`config.mk`:
```
export PLATFORM = sky130hd
export DESIGN_NAME = bf_twiddle_mul
export DESIGN_NICKNAME = d
export VERILOG_FILES = /design/src/rtl/fft_pkg.sv /design/src/rtl/bf_twiddle_rom.sv /design/src/rtl/bf_twiddle_mul.sv
export SDC_FILE = /design/constraint.sdc
export NUM_CORES = 2
export LEC_CHECK = 0
export CORE_MARGIN = 10
export CORE_UTILIZATION = 48
export CTS_CLUSTER_DIAMETER = 100
export CTS_CLUSTER_SIZE = 12
export DETAILED_ROUTE_END_ITERATION = 10
export GPL_TIMING_DRIVEN = 1
export PLACE_DENSITY = 0.61
export SYNTH_ARGS = -nofsm -noshare
export SYNTH_HDL_FRONTEND = slang
export SYNTH_HIERARCHICAL = 1
export SYNTH_SLANG_ARGS = --single-unit
```
`constraint.sdc`:
```
create_clock -name clk -period 8.7 [get_ports clk]
set_input_delay 0.87 -clock clk [delete_from_list [all_inputs] [get_ports clk]]
set_output_delay 0.87 -clock clk [all_outputs]
set_load 0.1 [all_outputs]
```
`src/rtl/fft_pkg.sv`:
```
// Shared FFT datapath types: Q1.15 packed complex word, field helpers and
// the saturate-to-16 function used on every arithmetic write-back.
package fft_pkg;

    localparam int unsigned DATA_W = 16;
    localparam int unsigned CPLX_W = 32;
    localparam int unsigned Q      = 15;

    typedef struct packed {
        logic signed [DATA_W-1:0] im;
        logic signed [DATA_W-1:0] re;
    } cplx_t;

    function automatic logic signed [DATA_W-1:0] cplx_re(input cplx_t c);
        return c.re;
    endfunction

    function automatic logic signed [DATA_W-1:0] cplx_im(input cplx_t c);
        return c.im;
    endfunction

    function automatic cplx_t cplx_pack(input logic signed [DATA_W-1:0] re,
                                        input logic signed [DATA_W-1:0] im);
        cplx_t c;
        c.re = re;
        c.im = im;
        return c;
    endfunction

    // Value fits when every bit from the sign position upward agrees.
    function automatic logic signed [DATA_W-1:0] sat16(input logic signed [CPLX_W+1:0] x);
        if ((&x[CPLX_W+1:DATA_W-1]) || !(|x[CPLX_W+1:DATA_W-1])) begin
            return x[DATA_W-1:0];
        end
        if (x[CPLX_W+1]) begin
            return {1'b1, {(DATA_W-1){1'b0}}};
        end
        return {1'b0, {(DATA_W-1){1'b1}}};
    endfunction

endpackage

```
`src/rtl/bf_twiddle_rom.sv`:
```
// Twiddle ROM: round(32767*cos/sin(2*pi*idx/N)) for idx 0..N/2-1,
// table built at elaboration, one-cycle registered read gated by en.
module bf_twiddle_rom
    import fft_pkg::*;
#(
    parameter int unsigned N     = 64,
    parameter int unsigned LOG2N = 6
) (
    input  logic                     clk,
    input  logic                     en,
    input  logic [LOG2N-2:0]         addr,
    output logic signed [DATA_W-1:0] cos,
    output logic signed [DATA_W-1:0] sin
);

    localparam real TwoPi = 6.283185307179586;
    localparam real Amp   = 32767.0;

    // Round half away from zero, matching the usual round() definition.
    function automatic logic signed [DATA_W-1:0] tw_val(input int unsigned idx,
                                                       input bit is_sin);
        real ang;
        real v;
        ang = TwoPi * real'(idx) / real'(N);
        if (is_sin) begin
            v = Amp * $sin(ang);
        end else begin
            v = Amp * $cos(ang);
        end
        if (v >= 0.0) begin
            return DATA_W'($rtoi(v + 0.5));
        end
        return -DATA_W'($rtoi(0.5 - v));
    endfunction

    logic signed [DATA_W-1:0] cos_tab [N/2];
    logic signed [DATA_W-1:0] sin_tab [N/2];

    for (genvar i = 0; i < N/2; i++) begin : g_tab
        localparam logic signed [DATA_W-1:0] CosV = tw_val(i, 1'b0);
        localparam logic signed [DATA_W-1:0] SinV = tw_val(i, 1'b1);
        assign cos_tab[i] = CosV;
        assign sin_tab[i] = SinV;
    end

    always_ff @(posedge clk) begin
        if (en) begin
            cos <= cos_tab[addr];
            sin <= sin_tab[addr];
        end
    end

endmodule

```
`src/rtl/bf_twiddle_mul.sv`:
```
// Pipelined twiddle multiplier: out = in * (cos - j*sin), 3 enabled cycles, valid/ready.
// Define BF_TWIDDLE_ROUND_EN for round-half-up before the Q15 shift (default: truncate).
module bf_twiddle_mul
    import fft_pkg::*;
#(
    parameter int unsigned N     = 64,
    parameter int unsigned LOG2N = 6
) (
    input  logic              clk,
    input  logic              rst_n,
    input  logic              in_valid,
    output logic              in_ready,
    input  logic [CPLX_W-1:0] in_data,
    input  logic              in_first,
    input  logic [LOG2N-1:0]  in_stage,
    output logic              out_valid,
    input  logic              out_ready,
    output logic [CPLX_W-1:0] out_data,
    output logic [LOG2N-2:0]  out_tw_idx
);

    localparam int unsigned IW = LOG2N - 1;
    localparam int unsigned PW = 2 * DATA_W;
    localparam int unsigned FW = CPLX_W + 2;

    logic              en;
    logic              accept;
    logic [IW-1:0]     k_q, k_d, k_use, tw_idx;

    // Stage 1: sample, index, ROM output
    logic              v1_q;
    cplx_t             d1_q;
    logic [IW-1:0]     i1_q;
    logic signed [DATA_W-1:0] cos1, sin1;

    // Stage 2: partial products
    logic              v2_q;
    logic [IW-1:0]     i2_q;
    logic signed [PW-1:0] rc_d, is_d, ic_d, rs_d;
    logic signed [PW-1:0] rc_q, is_q, ic_q, rs_q;

    // Stage 3: result
    logic signed [FW-1:0] re_sum, im_sum, re_sh, im_sh;
    cplx_t             res_d;
    logic              out_valid_q;
    cplx_t             out_data_q;
    logic [IW-1:0]     out_idx_q;

    assign en         = !out_valid_q || out_ready;
    assign accept     = in_valid && en;
    assign in_ready   = en;
    assign out_valid  = out_valid_q;
    assign out_data   = out_data_q;
    assign out_tw_idx = out_idx_q;

    // (k mod (N >> (s+1))) << s is exactly k << s truncated to IW bits.
    always_comb begin
        k_use  = in_first ? '0 : k_q;
        tw_idx = k_use << in_stage;
        k_d    = accept ? k_use + IW'(1) : k_q;
    end

    bf_twiddle_rom #(
        .N     (N),
        .LOG2N (LOG2N)
    ) u_rom (
        .clk  (clk),
        .en   (en),
        .addr (tw_idx),
        .cos  (cos1),
        .sin  (sin1)
    );

    always_comb begin
        rc_d = PW'(cplx_re(d1_q)) * PW'(cos1);
        is_d = PW'(cplx_im(d1_q)) * PW'(sin1);
        ic_d = PW'(cplx_im(d1_q)) * PW'(cos1);
        rs_d = PW'(cplx_re(d1_q)) * PW'(sin1);
    end

    always_comb begin
        re_sum = FW'(rc_q) + FW'(is_q);
        im_sum = FW'(ic_q) - FW'(rs_q);
`ifdef BF_TWIDDLE_ROUND_EN
        re_sum = re_sum + (FW'(1) << (Q - 1));
        im_sum = im_sum + (FW'(1) << (Q - 1));
`endif
        re_sh  = re_sum >>> Q;
        im_sh  = im_sum >>> Q;
        res_d  = cplx_pack(sat16(re_sh), sat16(im_sh));
    end

    always_ff @(posedge clk or negedge rst_n) begin
        if (!rst_n) begin
            k_q         <= '0;
            v1_q        <= 1'b0;
            d1_q        <= '0;
            i1_q        <= '0;
            v2_q        <= 1'b0;
            i2_q        <= '0;
            rc_q        <= '0;
            is_q        <= '0;
            ic_q        <= '0;
            rs_q        <= '0;
            out_valid_q <= 1'b0;
            out_data_q  <= '0;
            out_idx_q   <= '0;
        end else begin
            k_q <= k_d;
            if (en) begin
                v1_q        <= in_valid;
                d1_q        <= in_data;
                i1_q        <= tw_idx;
                v2_q        <= v1_q;
                i2_q        <= i1_q;
                rc_q        <= rc_d;
                is_q        <= is_d;
                ic_q        <= ic_d;
                rs_q        <= rs_d;
                out_valid_q <= v2_q;
                out_data_q  <= res_d;
                out_idx_q   <= i2_q;
            end
        end
    end

endmodule

```
---- After elaboration in Yosys (flattened, before gate mapping) ----
Memory sizes are Yosys's and may differ from the RTL's. A register that Yosys moved wholly into a read port is not among the register bits.
Index checks and enable logic that the tools add are counted.
storage, ports and cells
  register bits after elaboration ......... 215
  bits in read-only memories .............. 1024
  bits of input ports ..................... 43
  output and inout port bits .............. 39
  logic and storage cells ................. 52
  memories ................................ 2
cells by class
  $add $sub $neg .......................... 3
  $mul .................................... 4
  shifts and indexed selects .............. 1
  muxes and demuxes ....................... 15
  bitwise operators ....................... 1
  reductions and logical operators ........ 11
memories
  name             words  bits a word  rd ports  clocked after Yosys merged registers in  wr ports  RTL line              text
  (no name shown)  32     16           1         1                                        0         bf_twiddle_rom.sv:48  cos <= cos_tab[addr];
  (no name shown)  32     16           1         1                                        0         bf_twiddle_rom.sv:49  sin <= sin_tab[addr];
operators by type and width
  cell                   number
  $mul A16 B16 Y32       4
  $mux W16               8
  $add A32 B32 Y33       1
  $sub A32 B32 Y33       1
  $reduce_and A4 Y1      2
  $reduce_or A4 Y1       2
  $mux W1                6
  $not A5 Y6             1
  $shl A5 B6 Y5          1
  $add A5 B1 Y5 const B  1
  $mux W5                1
  $logic_not A1 Y1       3
  $logic_or A1 B1 Y1     3
  $logic_and A1 B1 Y1    1

---- Logic depth before layout (Yosys ltp) ----
  depth in word-level cells ............... 8
  depth in mapped cells ................... 25
  depth with buffers taken out ............ 24

---- Modules after synthesis ----
Netlist, hierarchy kept.
by module, submodules not included
  module          instances  cells each  area each (um^2)  sequential area each (um^2)
  bf_twiddle_mul  1          5449        49444.9           5380.2
  bf_twiddle_rom  1          201         2319.7            930.9

---- Worst setup path after synthesis ----
No wires, ideal clock.
  path kind ............................... register to register
  start point ............................. register d1_q[31] in the netlist's numbering
  end point ............................... register is_q[31]
  library setup time ...................... 0.137 ns
  arrival ................................. 6.229 ns
  required time ........................... 8.563 ns
  path slack .............................. 2.334 ns
  cell stages (with the launch flop) ...... 22
  buffers on the path ..................... 1
  period minus slack after synthesis ...... 6.366 ns
  path through ............................ dfrtp_1 -> clkbuf_1 -> nand2_1 -> inv_1 -> fa_1 -> fa_1 -> inv_1 -> fa_1 -> fa_1 -> fa_1 -> fa_1 -> inv_1 -> ha_1 -> a21o_1 -> a21o_1 -> a221o_1 -> a21o_1 -> a221oi_2 -> o21ai_1 -> a21oi_1 -> xnor2_1 -> a21oi_1
on the way
  word-level cells in the longest chain between the ends .. 1
ends and longest elaborated chain
  element                   RTL line               text
  start: declaration        bf_twiddle_mul.sv:32   cplx_t d1_q;
  start signal: assignment  bf_twiddle_mul.sv:112  d1_q <= in_data;
  $mul A16 B16 Y32          bf_twiddle_mul.sv:76   is_d = PW'(cplx_im(d1_q)) * PW'(sin1);
  end signal: assignment    bf_twiddle_mul.sv:117  is_q <= is_d;
  end: declaration          bf_twiddle_mul.sv:40   logic signed [PW-1:0] rc_q, is_q, ic_q, rs_q;
Every way passes these cells.
A chain may end at the register's enable or synchronous reset.

---- Final worst setup path ----
  start point ............................. register u_rom.sin[8]
  end point ............................... register rs_q[23]
on the way
  word-level cells in the longest chain between the ends .. 1
ends and longest elaborated chain
  element                 RTL line               text
  start: declaration      bf_twiddle_rom.sv:13   output logic signed [DATA_W-1:0] sin
  $mul A16 B16 Y32        bf_twiddle_mul.sv:78   rs_d = PW'(cplx_re(d1_q)) * PW'(sin1);
  end signal: assignment  bf_twiddle_mul.sv:119  rs_q <= rs_d;
  end: declaration        bf_twiddle_mul.sv:40
Every way passes these cells.

==> flow_summary_export.csv <==
group,metric,value,unit
status,run_status,"complete, no violations",
finish,finalCoreUtilization,51.3,%
setup_path,critical_path_at,7890,ps
logic_synthesis,synth-seq-area-share,12.2,%
floorplan,fp-row-count,120,
cts,clk_root_buffer_cell,"sky130_fd_sc_hd__clkbuf_16",
setup_path,cp-start-kind,"flip-flop",
cts,clk_transition_reported_paths,60,ps
detailed_routing,remaining_routing_drc_violations,0,
detailed_routing,detail_route.wirelength,137000,µm
detailed_routing,first_iter_violations,2296,
floorplan,die_width,348,µm
finish,seq_area,0.00632,mm²
setup_path,crit_path_cell_trace,"buf_4 > nand2_1 > fa_1 > inv_1 > fa_1 > fa_1 > fa_1 > fa_1 > inv_1 > fa_1 > inv_1 > ha_1 > nand3_1 > o21ai_0 > a211oi_1 > o21ai_0 > a21oi_1 > o21bai_1 > xnor2_1 > o21ai_0",
placed_design,gp_congestion,0.880,
cts,post_cts_resized,0,
setup_path,worst_ep_required_time,9190,ps
grt,grt_first_pass_wirelength,223000,µm
finish,fraction_of_layout_cells_with_a_size_suffix_above_1,3.67,%
detailed_routing,detail_route.first_pass.iterations,6,
cts,cts_buffers,30,
cts,cts-htree-levels,1,
grt,grt_usage,23.2,%
floorplan,io_pins,82,
grt,grt_start_max_net_pins,75,
logic_synthesis,synth_cells,5650,
setup_path,critPathMaxStageDelay,1090,ps
sta,totalNegativeSetupSlack,0,ps
cts,post_cts_setup_repair_bufs,0,
sta,clock_skew,40.8,ps
logic_synthesis,syn_nets,7140,
setup_path,type_of_the_setup_path_with_the_least_slack,"flip-flop to flip-flop",
logic_synthesis,synth_area,0.0518,mm²
cts,cts_sinks,246,
finish,syn_to_final_growth,6.11,%
flow_run,maxCapViolCount,0,
sta,finalSetupViolCount,0,
sta,max_freq,135,MHz
grt,grt_remaining_overflow,0,
hold_path,timing.hold.worst.class,"input port to asynchronous set/reset pin",
logic_synthesis,top_reg_cell_synth,"sky130_fd_sc_hd__dfrtp_1",
sta,rsz0062_at_grt,"no",
floorplan,die_area,0.121,mm²
finish,nets,7082,
cts,tritoncts_clock_tree,"yes",
floorplan,effective_utilization_at_floorplan,48.4,%
setup_path,critical_path.top_delay_family,"adder cells",
cts,hold_buffers,0,
sta,timing_worst_slew_pin_value,1140,ps
finish,fillCellCount,10115,
grt,grt_pass1_vias,40090,
logic_synthesis,synth_area_per_cell,9.16,µm²
placed_design,port-buffer-count,81,
sta,layout_min_cycle_time,7400,ps
placed_design,hpwlAfterDp,110000,µm
cts,max_root_sink_buffers,3,
cts,insertion_delay,650,ps
detailed_routing,wire_per_inst,19.5,µm
logic_synthesis,synth-edff-count,31,
setup_path,critPathCaptureType,"flip-flop",
logic_synthesis,synth-async-reset-ratio,87.4,%
floorplan,die_height,348,µm
sta,finalHoldViolCount,0,
grt,antenna_violations_before_repair,4,
finish,multi_input_comb_area,0.0399,mm²
detailed_routing,via_count,37077,
setup_path,cp_max_fo,19,
setup_path,cp_common_cell,"sky130_fd_sc_hd__fa_1",
sta,finalCritPeriodShare,85.0,%
detailed_routing,viasPerCell,5.29,
floorplan,core_region_area,0.107,mm²
logic_synthesis,synth_seq_cells,246,
sta,final_max_slew_viol_count,0,
setup_path,slowest_stage,"sky130_fd_sc_hd__edfxtp_1",
setup_path,critical_path_buf_inv_count,4,
logic_synthesis,netlist-cell-type-count,90,
logic_synthesis,ys_warn_count,6,
sta,worst_slew_margin_rel,23.9,%
detailed_routing,route.antenna.remaining_nets,0,
[final cells by class]
type,count,share of cell area (%)
Sequential cell,246,11.5
Antenna cell,1,0.00456
Tap cell,1403,3.20
Clock inverter,11,0.198
Clock buffer,38,1.46
Inverter,1212,8.30
Multi-Input combinational cell,3931,72.6
Timing Repair Buffer,171,2.72
[logic make-up (layout without fill, tap and decap cells)]
logic type	Yosys count	after routing	share of synthesized area (%)
buf+inv	1473	1432	10.8
fa+ha+maj	1447	1447	50.2
simple gates	1700	1700	15.6
mux	41	41	1.32
other cells	1	2	0.00724
compound gates	580	580	7.18
xor+xnor	162	162	2.74
flops	246	246	12.2
[metal layers]
metal / global-route usage, % / vias up / wire, µm
met1: 31.2 / 19051 / 58600
met5: 0 / - / 13
met4: 6.32 / 2 / 4140
met2: 39.2 / 946 / 66200
li1: - / 16894 / -
met3: 2.99 / 184 / 7840
[flip-flops by register name, summed over array words and instances, names as in the netlist]
| name | cells |
|---|---|
| d1_q | 32 |
| u_rom/cos | 16 |
| is_q | 32 |
| k_q | 5 |
| v1_q | 1 |
| i2_q | 5 |
| rs_q | 32 |
| out_data | 32 |
| i1_q | 5 |
| out_valid | 1 |
| out_tw_idx | 5 |
| rc_q | 32 |
| v2_q | 1 |
| ic_q | 32 |
| u_rom/sin | 15 |
[synthesized netlist by cell type (all sizes together) (6+ instances only)]
| library cell | instances | area share [%] |
|---|---|---|
| a21oi | 213 | 2.1 |
| o211ai | 9 | 0.14 |
| a21o | 66 | 0.96 |
| and3 | 14 | 0.17 |
| inv | 1212 | 8.8 |
| o31ai | 8 | 0.12 |
| mux2i | 15 | 0.29 |
| clkbuf | 234 | 1.7 |
| o21bai | 25 | 0.37 |
| nor2b | 17 | 0.21 |
| nor3 | 31 | 0.30 |
| or3 | 6 | 0.073 |
| nand3 | 38 | 0.37 |
| xor2 | 51 | 0.86 |
| o21a | 25 | 0.36 |
| mux4 | 20 | 0.88 |
| a31oi | 14 | 0.20 |
| nand4 | 10 | 0.12 |
| a221o | 16 | 0.31 |
| nor2 | 192 | 1.4 |
| xnor2 | 111 | 1.9 |
| nand2b | 44 | 0.53 |
| o21ai | 129 | 1.3 |
| nand2 | 824 | 6.0 |
| dfrtp | 215 | 10 |
| buf | 27 | 0.32 |
| ha | 399 | 9.6 |
| a2111oi | 7 | 0.19 |
| edfxtp | 31 | 1.8 |
| fa | 1048 | 41 |
| and2 | 488 | 5.9 |
| mux2 | 6 | 0.15 |
| a211oi | 21 | 0.33 |
[per-stage QoR]
stage | cell area [µm²] | setup slack, ps | hold slack (ps) | cells
finish | 54900 | 1300 | 184 | 7013
global route | 54900 | 1050 | 241 | 7012
CTS | 54900 | 1330 | 218 | 7012
detailed placement | 54000 | 1320 | 457 | 6963
global placement | 54000 | 1380 | 446 | 6963
floorplan | 51800 | 2330 | 430 | 5650
[placed cells by master (no fill, tap or decap), types with 18 or more instances in the layout]
cell type,count
sky130_fd_sc_hd__fa_1,1048
sky130_fd_sc_hd__edfxtp_1,31
sky130_fd_sc_hd__clkbuf_16,30
sky130_fd_sc_hd__a211oi_1,18
sky130_fd_sc_hd__nor2_1,191
sky130_fd_sc_hd__mux4_2,18
sky130_fd_sc_hd__nand3_1,38
sky130_fd_sc_hd__nand2b_1,44
sky130_fd_sc_hd__clkdlybuf4s50_1,80
sky130_fd_sc_hd__inv_1,1209
sky130_fd_sc_hd__nand2_1,824
sky130_fd_sc_hd__xnor2_1,111
sky130_fd_sc_hd__nor3_1,29
sky130_fd_sc_hd__a21o_1,66
sky130_fd_sc_hd__xor2_1,51
sky130_fd_sc_hd__a21oi_1,207
sky130_fd_sc_hd__ha_1,399
sky130_fd_sc_hd__dfrtp_1,207
sky130_fd_sc_hd__o21bai_1,24
sky130_fd_sc_hd__o21a_1,25
sky130_fd_sc_hd__buf_4,90
sky130_fd_sc_hd__and2_1,488
sky130_fd_sc_hd__o21ai_0,125
[final timing paths]
kind	from	end	slack, ps	depth (start not counted)
setup / recovery	u_rom/sin[8]	rs_q[23]	1300	20
hold / removal	rst_n	out_valid	180	1
setup reg to reg	u_rom/sin[8]	rs_q[23]	1300	20
hold reg to reg	ic_q[0]	ic_q[0]	470	2
max in group asynchronous	rst_n	d1_q[20]	6640	3
min in group clk	ic_q[0]	ic_q[0]	470	2
Power is left out: the tool's default activity adds up to more than one toggle a clock period on the data nets, which glitch-free logic cannot reach.
